$ cat src/rtl/jpeg_block_pingpong_ctrl.sv
// Double-buffered 8x8 block store controller: the producer fills one 64-word EBR bank
// while the consumer streams the other bank out in raster or transposed order.
module jpeg_block_pingpong_ctrl #(
  parameter int DW           = 32,
  parameter int AW           = 6,
  parameter bit RD_TRANSPOSE = 1'b0
) (
  input  logic          clk_i,
  input  logic          rst_i,
  input  logic          in_valid_i,
  output logic          in_ready_o,
  input  logic [DW-1:0] in_data_i,
  input  logic [3:0]    in_be_i,
  input  logic [AW-1:0] in_addr_i,
  input  logic          in_last_i,
  output logic          out_valid_o,
  input  logic          out_ready_i,
  output logic [DW-1:0] out_data_o,
  output logic          out_last_o,
  output logic [1:0]    ram_wr_en_o,
  output logic [3:0]    ram_ben_o,
  output logic [AW-1:0] ram_wr_addr_o,
  output logic [DW-1:0] ram_wr_data_o,
  output logic [1:0]    ram_rd_en_o,
  output logic [AW-1:0] ram_rd_addr_o,
  input  logic [DW-1:0] ram0_rd_data_i,
  input  logic [DW-1:0] ram1_rd_data_i,
  output logic [1:0]    bank_full_o
);

  typedef enum logic [0:0] {ST_IDLE, ST_READ} state_t;

  state_t        state_reg, state_next;
  logic [1:0]    full_reg, full_next;
  logic          wb_reg, wb_next;
  logic          rb_reg, rb_next;
  logic [AW-1:0] rcnt_reg, rcnt_next;

  logic          infl_valid_reg, infl_bank_reg, infl_last_reg;

  logic [DW-1:0] fifo_data_reg [2];
  logic          fifo_last_reg [2];
  logic          wr_ptr_reg, rd_ptr_reg;
  logic [1:0]    count_reg;

  logic          wr_fire, commit, pop, push;
  logic          rd_active, space, issue, rcnt_last, release_bank;
  logic [1:0]    occ;
  logic [DW-1:0] push_data;

  // ---------------- write side ----------------
  assign in_ready_o    = ~full_reg[wb_reg];
  assign wr_fire       = in_valid_i & in_ready_o;
  assign commit        = wr_fire & in_last_i;
  assign ram_ben_o     = in_be_i;
  assign ram_wr_addr_o = in_addr_i;
  assign ram_wr_data_o = in_data_i;

  // ---------------- read side ----------------
  assign pop       = out_valid_o & out_ready_i;
  assign occ       = count_reg + {1'b0, infl_valid_reg};
  assign space     = pop ? (occ <= 2'd2) : (occ < 2'd2);
  // An idle reader issues in the same cycle it sees a committed bank, so the first
  // word reaches the FIFO two edges after the commit.
  assign rd_active    = (state_reg == ST_READ) | full_reg[rb_reg];
  assign issue        = rd_active & space;
  assign rcnt_last    = (rcnt_reg == {AW{1'b1}});
  assign release_bank = issue & rcnt_last;

  genvar gi;
  generate
    for (gi = 0; gi < 2; gi++) begin : g_bank
      assign ram_wr_en_o[gi] = wr_fire & (wb_reg == 1'(gi));
      assign ram_rd_en_o[gi] = issue & (rb_reg == 1'(gi));
    end
    if (RD_TRANSPOSE) begin : g_transpose
      assign ram_rd_addr_o = {rcnt_reg[2:0], rcnt_reg[5:3]};
    end else begin : g_raster
      assign ram_rd_addr_o = rcnt_reg;
    end
  endgenerate

  always_comb begin
    state_next = state_reg;
    rb_next    = rb_reg;
    rcnt_next  = rcnt_reg;
    full_next  = full_reg;
    wb_next    = wb_reg;

    case (state_reg)
      ST_IDLE: if (full_reg[rb_reg]) state_next = ST_READ;
      ST_READ: state_next = ST_READ;
      default: state_next = ST_IDLE;
    endcase

    if (issue) begin
      rcnt_next = rcnt_reg + 1'b1;
      if (rcnt_last) begin
        rb_next    = ~rb_reg;
        state_next = full_reg[~rb_reg] ? ST_READ : ST_IDLE;
      end
    end

    // Release first so that a commit to the same bank would win.
    if (release_bank) full_next[rb_reg] = 1'b0;
    if (commit) begin
      full_next[wb_reg] = 1'b1;
      wb_next           = ~wb_reg;
    end
  end

  always_ff @(posedge clk_i) begin
    if (rst_i) begin
      state_reg      <= ST_IDLE;
      full_reg       <= 2'b00;
      wb_reg         <= 1'b0;
      rb_reg         <= 1'b0;
      rcnt_reg       <= '0;
      infl_valid_reg <= 1'b0;
      infl_bank_reg  <= 1'b0;
      infl_last_reg  <= 1'b0;
    end else begin
      a_commit_release_same_bank: assert (!(commit && release_bank && (wb_reg == rb_reg)));
      state_reg      <= state_next;
      full_reg       <= full_next;
      wb_reg         <= wb_next;
      rb_reg         <= rb_next;
      rcnt_reg       <= rcnt_next;
      infl_valid_reg <= issue;
      infl_bank_reg  <= rb_reg;
      infl_last_reg  <= rcnt_last;
    end
  end

  // ---------------- output FIFO (2 entries) ----------------
  assign push      = infl_valid_reg;
  assign push_data = infl_bank_reg ? ram1_rd_data_i : ram0_rd_data_i;

  always_ff @(posedge clk_i) begin
    if (rst_i) begin
      fifo_data_reg[0] <= '0;
      fifo_data_reg[1] <= '0;
      fifo_last_reg[0] <= 1'b0;
      fifo_last_reg[1] <= 1'b0;
      wr_ptr_reg       <= 1'b0;
      rd_ptr_reg       <= 1'b0;
      count_reg        <= 2'd0;
    end else begin
      if (push) begin
        fifo_data_reg[wr_ptr_reg] <= push_data;
        fifo_last_reg[wr_ptr_reg] <= infl_last_reg;
        wr_ptr_reg                <= ~wr_ptr_reg;
      end
      if (pop) rd_ptr_reg <= ~rd_ptr_reg;
      count_reg <= count_reg + {1'b0, push} - {1'b0, pop};
    end
  end

  assign out_valid_o = (count_reg != 2'd0);
  assign out_data_o  = fifo_data_reg[rd_ptr_reg];
  assign out_last_o  = fifo_last_reg[rd_ptr_reg];
  assign bank_full_o = full_reg;

endmodule

$ cat config.mk
export PLATFORM = sky130hd
export DESIGN_NAME = jpeg_block_pingpong_ctrl
export DESIGN_NICKNAME = d
export VERILOG_FILES = /design/src/rtl/jpeg_block_pingpong_ctrl.sv
export SDC_FILE = /design/constraint.sdc
export NUM_CORES = 1
export LEC_CHECK = 0
export ABC_AREA = 1
export ABC_CLOCK_PERIOD_IN_PS = 5800
export BUFFER_PORTS_ARGS = -buffer_cell sky130_fd_sc_hd__buf_2
export CORE_MARGIN = 2
export CORE_UTILIZATION = 51
export DETAILED_ROUTE_END_ITERATION = 7
export HOLD_SLACK_MARGIN = 0.06
export MAX_ROUTING_LAYER = met4
export PLACE_DENSITY_LB_ADDON = 0.3
export SLEW_MARGIN = 5
export SYNTH_ARGS = -nofsm -noshare
export SYNTH_HDL_FRONTEND = slang
export SYNTH_SLANG_ARGS = --single-unit
$ cat constraint.sdc
create_clock -name clk_i -period 5.8 [get_ports clk_i]
set_clock_uncertainty 0.15 [all_clocks]
set_input_delay 0 -clock clk_i [delete_from_list [all_inputs] [get_ports clk_i]]
set_output_delay 0 -clock clk_i [all_outputs]
set_load 0.01 [all_outputs]
==> qor.csv, run 1 <==
stage;metric;value;unit
status;status;did not finish;
status;lastStage;clock tree synthesis (4_1_cts);
status;tool.error;[ERROR RSZ-0060] Max buffer count reached.;
synthesis;synthesis.instances;382;
synthesis;synth.top_cell.area_share;0.465;
placement;placement.cell_area;0.00460;sq mm
cts;htree_levels;3;
synthesis;ys_ff_latch;85;
synthesis;yosysMostFrequentCell;nor2_1;
synthesis;ys.flop_type;edfxtp_1;
synthesis;synth_commonest_cells;77 x nor2_1, 66 x edfxtp_1, 45 x buf_4;
synthesis;synth_cell_types;28;
placement;gp_congestion;0.836;
synthesis;syn_avg_cell_area;11.2;sq um
cts;numCtsBuffers;9;
synthesis;syn_nets;496;
synthesis;yosys_warnings;0;
placement;place_hpwl;5570;um
floorplan;num_rows;33;
cts;cts_setup_buffers;0;
placement;io_buffers;115;
floorplan;die_w;95.4;um
synthesis;syn_area;0.00426;sq mm
floorplan;start_util;0.522;
cts;ctsHoldBuffers;113;
synthesis;yosys.area.top_type;edfxtp_1;
cts;cts_buffer_depth;2;
cts;clock-root-buffer;clkbuf_8;
synthesis;seq_area_frac_synth;0.554;
synthesis;synth_area_leaders;edfxtp_1 46%, dfxtp_1 8.9%, mux2_2 8.7%, buf_4 7.9%, mux2i_1 7.5%;
floorplan;die_y;95.4;um
cts;cts_sinks;85;
cts;post_cts_resized;0;
synthesis;async_flop_share;0;
floorplan;num_io_pins;200;
synthesis;synth-edff-count;66;
logic make-up after synthesis:
| logic type | after synthesis | synth area share |
|---|---|---|
| and+or+nand+nor | 133 | 0.138 |
| buffers and inverters | 77 | 0.110 |
| DFF | 85 | 0.554 |
| xor gates and xnor gates | 2 | 0.00411 |
| adders and majority gates | 3 | 0.00880 |
| AOI/OAI and AO/OA | 17 | 0.0229 |
| muxes | 65 | 0.162 |
per-stage QoR:
stage	util	setup slack [ps]	hold WS (ps)	instances
floorplan	-	3760	-58.2	382
global placement	0.563	3820	-150	547
detailed placement	0.563	3780	-150	547
==> run 2, diff against run 1 <==
- CORE_UTILIZATION: 51 -> 36
- HOLD_SLACK_MARGIN: 0.06 -> unset
- MAX_ROUTING_LAYER: met4 -> unset
- PLACE_DENSITY_LB_ADDON: 0.3 -> 0.15
==> run 2 against run 1 <==
Compared with the run above:
- the run now ends clean
- synthesized cell count unchanged
- synthesized area unchanged
==> qor.csv, run 2 <==
stage;metric;value;unit;change
status;status;finished clean;;
placement;place_hpwl;6000;um;+7.6%
finish;layout_common_cells;115 x buf_2, 112 x dlygate4sd3_1, 77 x nor2_1, 66 x edfxtp_1, 33 x mux2_2;;
cts;path_clk_slew;60;ps;
cts;cts_buffer_depth;2;;unchanged
finish;fill_cells;999;;
sta;maxSlewHeadroom;0.314;;
detailed_routing;first_iter_violations;84;;
finish;syn2layout_area_growth;42.9;%;
finish;final_core_util;0.531;;
finish;final_common_cell;buf_2;;
synthesis;syn_avg_cell_area;11.2;sq um;unchanged
synthesis;synthesis.instances;382;;unchanged
synthesis;synth_cell_types;28;;unchanged
synthesis;syn_nets;496;;unchanged
global_route;grt_pass1_wl;15900;um;
cts;numCtsBuffers;9;;unchanged
synthesis;seq_area_frac_synth;0.554;;unchanged
floorplan;num_rows;39;;+18%
synthesis;ys_ff_latch;85;;unchanged
synthesis;synth.top_cell.area_share;0.465;;unchanged
detailed_routing;wl_per_cell;14.4;um;
global_route;grt_pass1_vias;3462;;
floorplan;die_w;113;um;+18%
placement;placed_cells;583;;+6.6%
sta;rsz0062_at_grt;no;;
critical_path;cp.arrival;2770;ps;
critical_path;path_max_fanout;34;;
finish;diodes;0;;
finish;drive_above_1_share;0.329;;
pwr;powerDensity;287;mW/mm^2;
synthesis;syn_area;0.00426;sq mm;unchanged
detailed_routing;drtPass1Iterations;4;;
critical_path;r2r_start;wr_ptr_reg;;
critical_path;crit_family;simple AND/OR/NAND/NOR gates;;
synthesis;ys.flop_type;edfxtp_1;;
detailed_routing;antenna_left;0;;
sta;final_hold_viol_count;0;;
finish;final_area;0.00609;sq mm;
cts;post_cts_resized;0;;unchanged
global_route;antenna_found_initial;0;;
synthesis;synth_commonest_cells;77 x nor2_1, 66 x edfxtp_1, 45 x buf_4;;
global_route;grt_max_degree;35;;
worst_hold_path;holdCritPathClass;reg -> reg;;
pwr;p_leak;2.52;nW;
placement;gp_congestion;0.791;;-5.3%
synthesis;synth_area_leaders;edfxtp_1 46%, dfxtp_1 8.9%, mux2_2 8.7%, buf_4 7.9%, mux2i_1 7.5%;;
placement;io_buffers;115;;unchanged
sta;slew_viol_final;0;;
critical_path;crit_slowest_cell;nand2_2;;
sta;setup_viol;0;;
synthesis;yosys.area.top_type;edfxtp_1;;
cts;cts_tree;yes;;
finish;nNetsFinal;677;;
sta;period_share;0.512;;
worst_hold_path;hold_start;rd_ptr_reg;;
sta;tns;0;ps;
detailed_routing;via_per_inst;4.61;;
synthesis;yosysMostFrequentCell;nor2_1;;
finish;largest_register_ffs;64;;
cts;clock-root-buffer;clkbuf_16;;
critical_path;cp-start-kind;input pin;;
cts;htree_levels;3;;unchanged
floorplan;core_area;0.0115;sq mm;
critical_path;required;5600;ps;
critical_path;cp.buffers_inverters;3;;
critical_path;end_kind;register;;
synthesis;synth-edff-count;66;;unchanged
cts;clk_latency;330;ps;
floorplan;num_io_pins;200;;unchanged
detailed_routing;vias;3278;;
detailed_routing;drc_errors;0;;
floorplan;start_util;0.372;;-0.150
global_route;grt_overflow_total;0;;
finish;fin_cells;711;;
critical_path;crit_path_start;rst_i;;
floorplan;die_area;0.0127;sq mm;
placement;placement.cell_area;0.00464;sq mm;+0.87%
detailed_routing;routed_wirelength;10200;um;
critical_path;crit_type;in -> reg;;
critical_path;max_stage_delay;950;ps;
synthesis;async_flop_share;0;;unchanged
pwr;ir_drop;137;uV;
sta;worstMarginPinSlew;1030;ps;
global_route;grt.total_usage;0.156;;
cts;cts_sinks;85;;unchanged
sta;timing.final.crit_period;2970;ps;
job;max_cap_viol_count;0;;
sta;max_freq;337;MHz;
floorplan;die_y;113;um;+18%
synthesis;yosys_warnings;0;;unchanged
critical_path;path_cells;dlygate4sd3_1, buf_2, inv_1, nand3_2, nand2_2;;
-- run 2: cell counts after synthesis --
No cell type changed its count.
-- run 2: timing repair --
item | 4_1_cts | 5_1_grt
buffers inserted | 0 | 0
hold buffers | 112 | 0
endpoints found under the hold margin | 120 | 0
-- run 2: worst paths after layout --
| path | to | slack (ps) | depth (start not counted) |
|---|---|---|---|
| hold / removal | register | 300 | 1 |
| hold reg to reg | register | 300 | 1 |
| setup reg to reg | fifo_data_reg[1][12] | 3320 | 2 |
| setup / recovery | fifo_data_reg[1][12] | 2830 | 5 |
-- run 2: power breakdown --
part | internal [mW] | total (mW) | switching (mW)
Combinational | 0.194 | 0.375 | 0.180
Sequential | 0.704 | 0.749 | 0.0452
Clock | 0.392 | 0.627 | 0.235
-- run 2: metal layers --
layer	GRT usage	vias to the layer above	wire length, um
met5	0	-	0
li1	-	1616	-
met3	0.0396	10	667
met4	0.0390	0	96
met2	0.288	133	5270
met1	0.179	1519	4190
-- run 2: area by class of cell --
cell class	count	area (sq um)	share of cell area
Sequential cell	85	2360	0.388
Inverter	19	71.3	0.0117
Clock inverter	6	92.6	0.0152
Clock buffer	10	239	0.0392
Timing Repair Buffer	228	1700	0.280
Tap cell	143	179	0.0294
Multi-Input combinational cell	220	1440	0.237
-- run 2: worst register-to-register path, stage by stage, from the launching register on --
cell and delay [ps]:
dfxtp_1 370, nand3_2 630, nand2_2 960
-- run 2: per-stage QoR --
| step | power [mW] | worst slack (ps) | hold WS, ps |
|---|---|---|---|
| final | 1.75 | 2830 | 303 |
| after global routing | 1.83 | 2560 | 316 |
| after CTS | 1.77 | 2770 | 300 |
| after detailed placement | 1.07 | 2980 | -150 |
| after global placement | 1.07 | 3080 | -150 |
| after floorplan | 0.978 | 3760 | -58.2 |
-- run 2: cell families (layout without fill, tap and decap cells) --
family,Yosys count,in the layout,synth area share
xor+xnor,2,2,0.00411
compound gates,17,17,0.0229
mux,65,65,0.162
buf+inv,77,263,0.110
fa+ha+maj,3,3,0.00880
flops,85,85,0.554
simple gates,133,133,0.138
Note: power is estimated with default switching activity, not from simulation.
==> run 3, diff against run 2 <==
- ABC_AREA: 1 -> 0
- ABC_CLOCK_PERIOD_IN_PS: 5800 -> 2760
- clock period: 5.8 -> 2.76 ns (I/O delays scaled with it)
==> run 3 against run 2 <==
Compared with the run above:
- die area down 1.6%
- power up 110%
- largest cell class unchanged
- clock power up 72%
- critical path depth down 1
==> qor.csv, run 3 <==
stage;metric;value;unit;change
status;status;finished clean;;
critical_path;cp.arrival;2190;ps;-580 ps
critical_path;crit_family;buffers and inverters;;
detailed_routing;vias;3190;;-2.7%
critical_path;crit_slowest_cell;dfxtp_2;;
critical_path;path_max_fanout;17;;-50%
synthesis;synth-edff-count;66;;unchanged
finish;layout_common_cells;115 x buf_2, 111 x dlygate4sd3_1, 81 x nor2_1, 66 x edfxtp_1, 37 x mux2_2;;
placement;pre_cts_slack;644;ps;-2340 ps
sta;setup_viol;0;;unchanged
cts;numCtsBuffers;9;;unchanged
finish;final_area;0.00603;sq mm;-0.99%
worst_hold_path;hold_start;rst_i;;
pwr;p_clk_frac;0.299;;-0.059
critical_path;path_cells;buf_12, mux2i_1, dlygate4sd3_1, nor2_1;;
sta;max_freq;439;MHz;
synthesis;async_flop_share;0;;unchanged
critical_path;end_kind;register;;
critical_path;cp-start-kind;register;;
placement;placement.cell_area;0.00466;sq mm;+0.38%
critical_path;required;2670;ps;-2930 ps
worst_hold_path;holdPathEnd;wr_ptr_reg;;
synthesis;ys.flop_type;edfxtp_1;;
critical_path;reg2reg_depth;4;;+2
floorplan;die_area;0.0125;sq mm;-1.6%
synthesis;synth-simple-area-share;0.116;;-0.0215
synthesis;yosys_warnings;0;;unchanged
placement;io_buffers;115;;unchanged
cts;cts_tree;yes;;
sta;setup_slack;480;ps;-2350 ps
critical_path;cp.buffers_inverters;2;;-1
floorplan;die_y;112;um;-0.81%
global_route;antenna_found_initial;0;;unchanged
pwr;power;3.62;mW;+110%
global_route;grt_pass1_wl;15200;um;-4.7%
floorplan;die_w;112;um;-0.81%
synthesis;synth_xor_area_frac;0.00836;;+0.00425
synthesis;yosys.area.top_type;edfxtp_1;;
critical_path;r2r_start;infl_bank_reg;;
synthesis;syn_area;0.00419;sq mm;-1.7%
global_route;grt_pass1_vias;3182;;-8.1%
sta;rsz0062_at_grt;no;;
finish;largest_register_ffs;64;;unchanged
floorplan;num_io_pins;200;;unchanged
synthesis;yosysMostFrequentCell;nor2_1;;
cts;path_clk_slew;60;ps;about the same
detailed_routing;drtPass1Iterations;4;;unchanged
detailed_routing;first_iter_violations;85;;+1.2%
synthesis;synthesis.instances;355;;-7.1%
job;max_cap_viol_count;0;;unchanged
finish;drive_above_1_share;0.330;;+0.00105
synthesis;seq_area_frac_synth;0.563;;+0.00942
pwr;p_seq_frac;0.430;;+0.002
synthesis;synth_area_leaders;edfxtp_1 47%, mux2_2 9.9%, dfxtp_1 9.1%, mux2i_1 8.4%, buf_4 7.5%;;
finish;nNetsFinal;654;;-3.4%
sta;worstMarginPinSlew;849;ps;-180 ps
detailed_routing;antenna_left;0;;unchanged
critical_path;crit_type;reg -> reg;;
synthesis;synth_compound_area_frac;0.0197;;-0.00319
pwr;power.internal;2.64;mW;+100%
floorplan;start_util;0.369;;-0.00308
floorplan;num_rows;39;;unchanged
global_route;grt.total_usage;0.154;;-0.00176
finish;final_common_cell;buf_2;;
sta;slew_viol_final;0;;unchanged
global_route;grt_max_degree;34;;-2.9%
detailed_routing;wl_per_cell;14.0;um;-2.5%
synthesis;syn_nets;469;;-5.4%
cts;cts_sinks;85;;unchanged
cts;post_cts_resized;0;;unchanged
finish;diodes;0;;unchanged
critical_path;max_stage_delay;700;ps;-250 ps
critical_path;ff2ff_setup_slack;480;ps;-2840 ps
sta;period_share;0.826;;
pwr;p_leak;2.47;nW;-2.1%
cts;clock-root-buffer;clkbuf_16;;
worst_hold_path;holdCritPathClass;in -> reg;;
synthesis;ys_ff_latch;85;;unchanged
synthesis;synth_commonest_cells;81 x nor2_1, 66 x edfxtp_1, 42 x buf_4;;
floorplan;core_area;0.0114;sq mm;-0.85%
pwr;powerDensity;600;mW/mm^2;+110%
sta;maxSlewHeadroom;0.434;;+0.120
worst_hold_path;whs_path_depth;3;;+2
cts;cts_buffer_depth;2;;unchanged
placement;gp_congestion;0.716;;-9.5%
finish;syn2layout_area_growth;43.9;%;
cts;clk_latency;330;ps;about the same
synthesis;synth_fa_ha_area_frac;0.00895;;+0.000150
detailed_routing;routed_wirelength;9640;um;-5.7%
sta;final_hold_viol_count;0;;unchanged
detailed_routing;drc_errors;0;;unchanged
pwr;switching_share;0.270;;+0.00651
detailed_routing;via_per_inst;4.64;;+0.57%
synthesis;synth_top_family_by_area;multiplexers;;
critical_path;r2r_end;fifo_data_reg[0][20];;
pwr;ir_drop;291;uV;+110%
synthesis;muxShareOfSynthArea;0.187;;+0.0242
sta;timing.final.crit_period;2280;ps;
global_route;grt_overflow_total;0;;unchanged
synthesis;synth_cell_types;35;;+25%
pwr;combPwrFrac;0.271;;+0.057
cts;htree_levels;3;;unchanged
sta;tns;0;ps;unchanged
pwr;power.switching;0.976;mW;+110%
synthesis;synth.top_cell.area_share;0.473;;+0.00791
finish;fill_cells;1031;;+3.2%
synthesis;syn_avg_cell_area;11.8;sq um;+5.8%
placement;place_hpwl;5540;um;-7.7%
critical_path;cp_num_cells;4;;-1
[run 3: worst max-delay path by stage]
stage                         startpoint                   end  slack [ps]
after floorplan           infl_valid_reg   fifo_data_reg[1][0]         670
after global placement    infl_valid_reg      ram_rd_addr_o[5]         690
after detailed placement  infl_valid_reg      ram_rd_addr_o[5]         640
after CTS                  infl_bank_reg  fifo_data_reg[0][31]         460
after global routing       infl_bank_reg  fifo_data_reg[0][20]         370
final                      infl_bank_reg  fifo_data_reg[0][20]         480
[run 3: cell families (layout without fill, tap and decap cells)]
logic type | count (synthesis) | count (layout)
AOI/OAI and AO/OA | 13 | 13
xor gates and xnor gates | 4 | 4
and+or+nand+nor | 112 | 112
muxes | 73 | 73
DFF | 85 | 85
buffers and inverters | 65 | 255
adders and majority gates | 3 | 3
[run 3: metal layers]
| metal | routed length [um] | GRT usage |
|---|---|---|
| met5 | 0 | 0 |
| met4 | 84 | 0.0436 |
| met3 | 566 | 0.0386 |
| met2 | 4880 | 0.268 |
| met1 | 4120 | 0.189 |
[run 3: cell type report]
cell class                      count  area [sq um]  share of cell area
Inverter                            6          22.5             0.00373
Multi-Input combinational cell    205          1440               0.238
Clock inverter                      2          10.0             0.00166
Timing Repair Buffer              233          1760               0.292
Clock buffer                       14           254              0.0421
Sequential cell                    85          2360               0.392
Tap cell                          143           179              0.0297
[run 3: tightest hold or removal path, delay by kind of cell]
family | cells | cell delay [ps]
buf+inv | 2 | 670
simple gates | 1 | 50
[run 3: what timing repair did]
action                                  CTS  global route
buffers inserted                          0             0
hold buffers                            111             0
endpoints found under the hold margin   116             0
endpoints found under the setup margin    0             0
[run 3: power groups by stage]
| stage | Sequential [mW] | Combinational, mW | Clock, mW |
|---|---|---|---|
| floorplan | 1.56 | 0.599 | 0 |
| detailed placement | 1.58 | 0.853 | 0 |
| finish | 1.56 | 0.981 | 1.08 |
| global placement | 1.58 | 0.849 | 0 |
| global route | 1.57 | 1.07 | 1.17 |
| CTS | 1.56 | 1.00 | 1.11 |
[run 3: stage by stage]
stage,hold WS [ps],std cells,util
finish,281,688,0.531
global route,286,688,0.531
CTS,263,688,0.531
detailed placement,-150,561,0.410
global placement,-150,561,0.410
floorplan,-58.2,355,-
==> run 4, diff against run 3 <==
- ABC_CLOCK_PERIOD_IN_PS: 2760 -> 2300
- clock period: 2.76 -> 2.3 ns (I/O delays scaled with it)
==> run 4 against run 3 <==
Compared with the run above:
- routed wire length fell by 2.3%
- worst hold slack improved by 51 ps
- critical path type unchanged
- maximum frequency rose by 12%
- count of clock-buffer cells in the layout fell by 3
- non-clock buffer count rose by 5
==> qor.csv, run 4 (synthesized netlist as in run 3, its figures left out) <==
stage;metric;value;unit;change
status;status;finished clean;;
cts;cts_sinks;85;;unchanged
critical_path;end_kind;register;;
cts;clk_latency;330;ps;about the same
worst_hold_path;holdCritPathClass;in -> reg;;
global_route;grt.total_usage;0.149;;-0.00502
floorplan;die_area;0.0125;sq mm;unchanged
pwr;ir_drop;341;uV;+17%
finish;largest_register_ffs;64;;unchanged
floorplan;die_w;112;um;unchanged
pwr;switching_share;0.267;;-0.00243
global_route;grt_pass1_wl;14800;um;-2.6%
cts;path_clk_slew;60;ps;about the same
cts;cts_buffer_depth;2;;unchanged
placement;gp_congestion;0.734;;+2.6%
finish;syn2layout_area_growth;45.9;%;
sta;slew_viol_final;0;;unchanged
floorplan;die_y;112;um;unchanged
critical_path;path_max_fanout;12;;-5
pwr;power.switching;1.19;mW;+22%
global_route;grt_max_degree;23;;-32%
worst_hold_path;hold_start;rst_i;;
floorplan;start_util;0.369;;unchanged
global_route;grt_pass1_vias;3162;;-0.63%
critical_path;reg2reg_depth;6;;+2
sta;timing.final.crit_period;2040;ps;-239 ps
detailed_routing;drtPass1Iterations;4;;unchanged
global_route;antenna_found_initial;0;;unchanged
sta;rsz0062_at_grt;no;;
detailed_routing;wl_per_cell;13.6;um;-3.0%
detailed_routing;first_iter_violations;80;;-5.9%
placement;place_hpwl;5570;um;+0.61%
cts;post_cts_resized;0;;unchanged
placement;io_buffers;115;;unchanged
worst_hold_path;holdPathEnd;wr_ptr_reg;;
detailed_routing;vias;3212;;+0.69%
detailed_routing;antenna_left;0;;unchanged
sta;tns;0;ps;unchanged
critical_path;r2r_start;infl_valid_reg;;
cts;numCtsBuffers;9;;unchanged
floorplan;num_rows;39;;unchanged
pwr;powerDensity;731;mW/mm^2;+22%
critical_path;cp-start-kind;register;;
pwr;combPwrFrac;0.265;;-0.006
pwr;p_leak;2.51;nW;+1.7%
critical_path;r2r_end;ram_rd_addr_o[5];;
sta;max_freq;490;MHz;+12%
floorplan;num_io_pins;200;;unchanged
worst_hold_path;whs_path_depth;3;;unchanged
sta;maxSlewHeadroom;0.697;;+0.263
cts;htree_levels;3;;unchanged
cts;clock-root-buffer;clkbuf_16;;
sta;setup_viol;0;;unchanged
sta;period_share;0.887;;+0.0615
finish;final_common_cell;buf_2;;
critical_path;required;2370;ps;-300 ps
global_route;grt_overflow_total;0;;unchanged
pwr;p_clk_frac;0.313;;+0.014
critical_path;ff2ff_setup_slack;260;ps;-220 ps
sta;final_hold_viol_count;0;;unchanged
critical_path;cp.arrival;2120;ps;-70 ps
critical_path;crit_type;reg -> reg;;
cts;cts_tree;yes;;
finish;drive_above_1_share;0.336;;+0.00609
finish;diodes;0;;unchanged
finish;nNetsFinal;659;;+0.76%
floorplan;core_area;0.0114;sq mm;unchanged
finish;layout_common_cells;115 x buf_2, 112 x dlygate4sd3_1, 81 x nor2_1, 66 x edfxtp_1, 37 x mux2_2;;
job;max_cap_viol_count;0;;unchanged
pwr;power.internal;3.28;mW;+24%
detailed_routing;routed_wirelength;9420;um;-2.3%
sta;worstMarginPinSlew;454;ps;-395 ps
detailed_routing;drc_errors;0;;unchanged
detailed_routing;via_per_inst;4.63;;about the same
finish;final_core_util;0.538;;+0.00748
pwr;p_seq_frac;0.422;;-0.008
run 4: cell types whose count changed in the layout (fill, tap and decap cells not counted), sizes merged:
cell,change
bufinv,+1
dlygate4sd3,+1
clkinv,+1
clkbuf,-3
buf,+4
clkinvlp,+1
run 4: through the flow:
stage	hold WS, ps	worst slack, ps	power (mW)	cell area (sq um)	std cells
floorplan	-58.2	214	2.59	4190	355
global placement	-150	316	2.93	4710	565
detailed placement	-150	254	2.94	4710	565
CTS	324	244	4.52	6120	693
global route	336	110	4.69	6120	693
finish	332	259	4.47	6120	693
run 4: how the worst max path moves through the flow:
stage | from | end | slack, ps | depth (start not counted)
6_report | infl_valid_reg | ram_rd_addr_o[5] | 260 | 6
5_1_grt | infl_valid_reg | ram_rd_addr_o[5] | 110 | 6
4_1_cts | infl_valid_reg | ram_rd_addr_o[5] | 240 | 6
3_5_place_dp | infl_valid_reg | ram_rd_addr_o[5] | 250 | 6
3_3_place_gp | infl_valid_reg | ram_rd_addr_o[5] | 320 | 6
2_1_floorplan | infl_valid_reg | fifo_data_reg[1][0] | 210 | 3
run 4: power groups by stage:
stage	sequential (mW)	clock, mW	combinational, mW
4_1_cts	1.89	1.43	1.20
3_5_place_dp	1.92	0	1.01
5_1_grt	1.90	1.50	1.29
2_1_floorplan	1.87	0	0.718
3_3_place_gp	1.92	0	1.01
6_report	1.89	1.40	1.18
run 4: critical path, stage by stage, from the launching register on:
cell	delay (ps)
dfxtp_1	310
ha_1	310
and3b_1	230
o22ai_1	80
buf_4	180
nor4_1	300
mux2_2	370
run 4: layer usage:
| metal | share of wire | track usage |
|---|---|---|
| met1 | 0.44 | 0.185 |
| met2 | 0.49 | 0.254 |
| met3 | 0.055 | 0.0245 |
| met4 | 0.020 | 0.0675 |
| met5 | 0 | 0 |
run 4: timing repair:
| action | 4_1_cts | 5_1_grt |
|---|---|---|
| hold endpoints to repair | 115 | 0 |
| hold buffers | 112 | 0 |
| setup buffers | 0 | 0 |
run 4: final cells by class:
cell class	count	area [sq um]
Fill cell	1010	5250
Sequential cell	85	2360
Timing Repair Buffer	238	1830
Multi-Input combinational cell	205	1440
Clock buffer	11	233
Tap cell	143	179
Clock inverter	5	51.3
Inverter	6	22.5
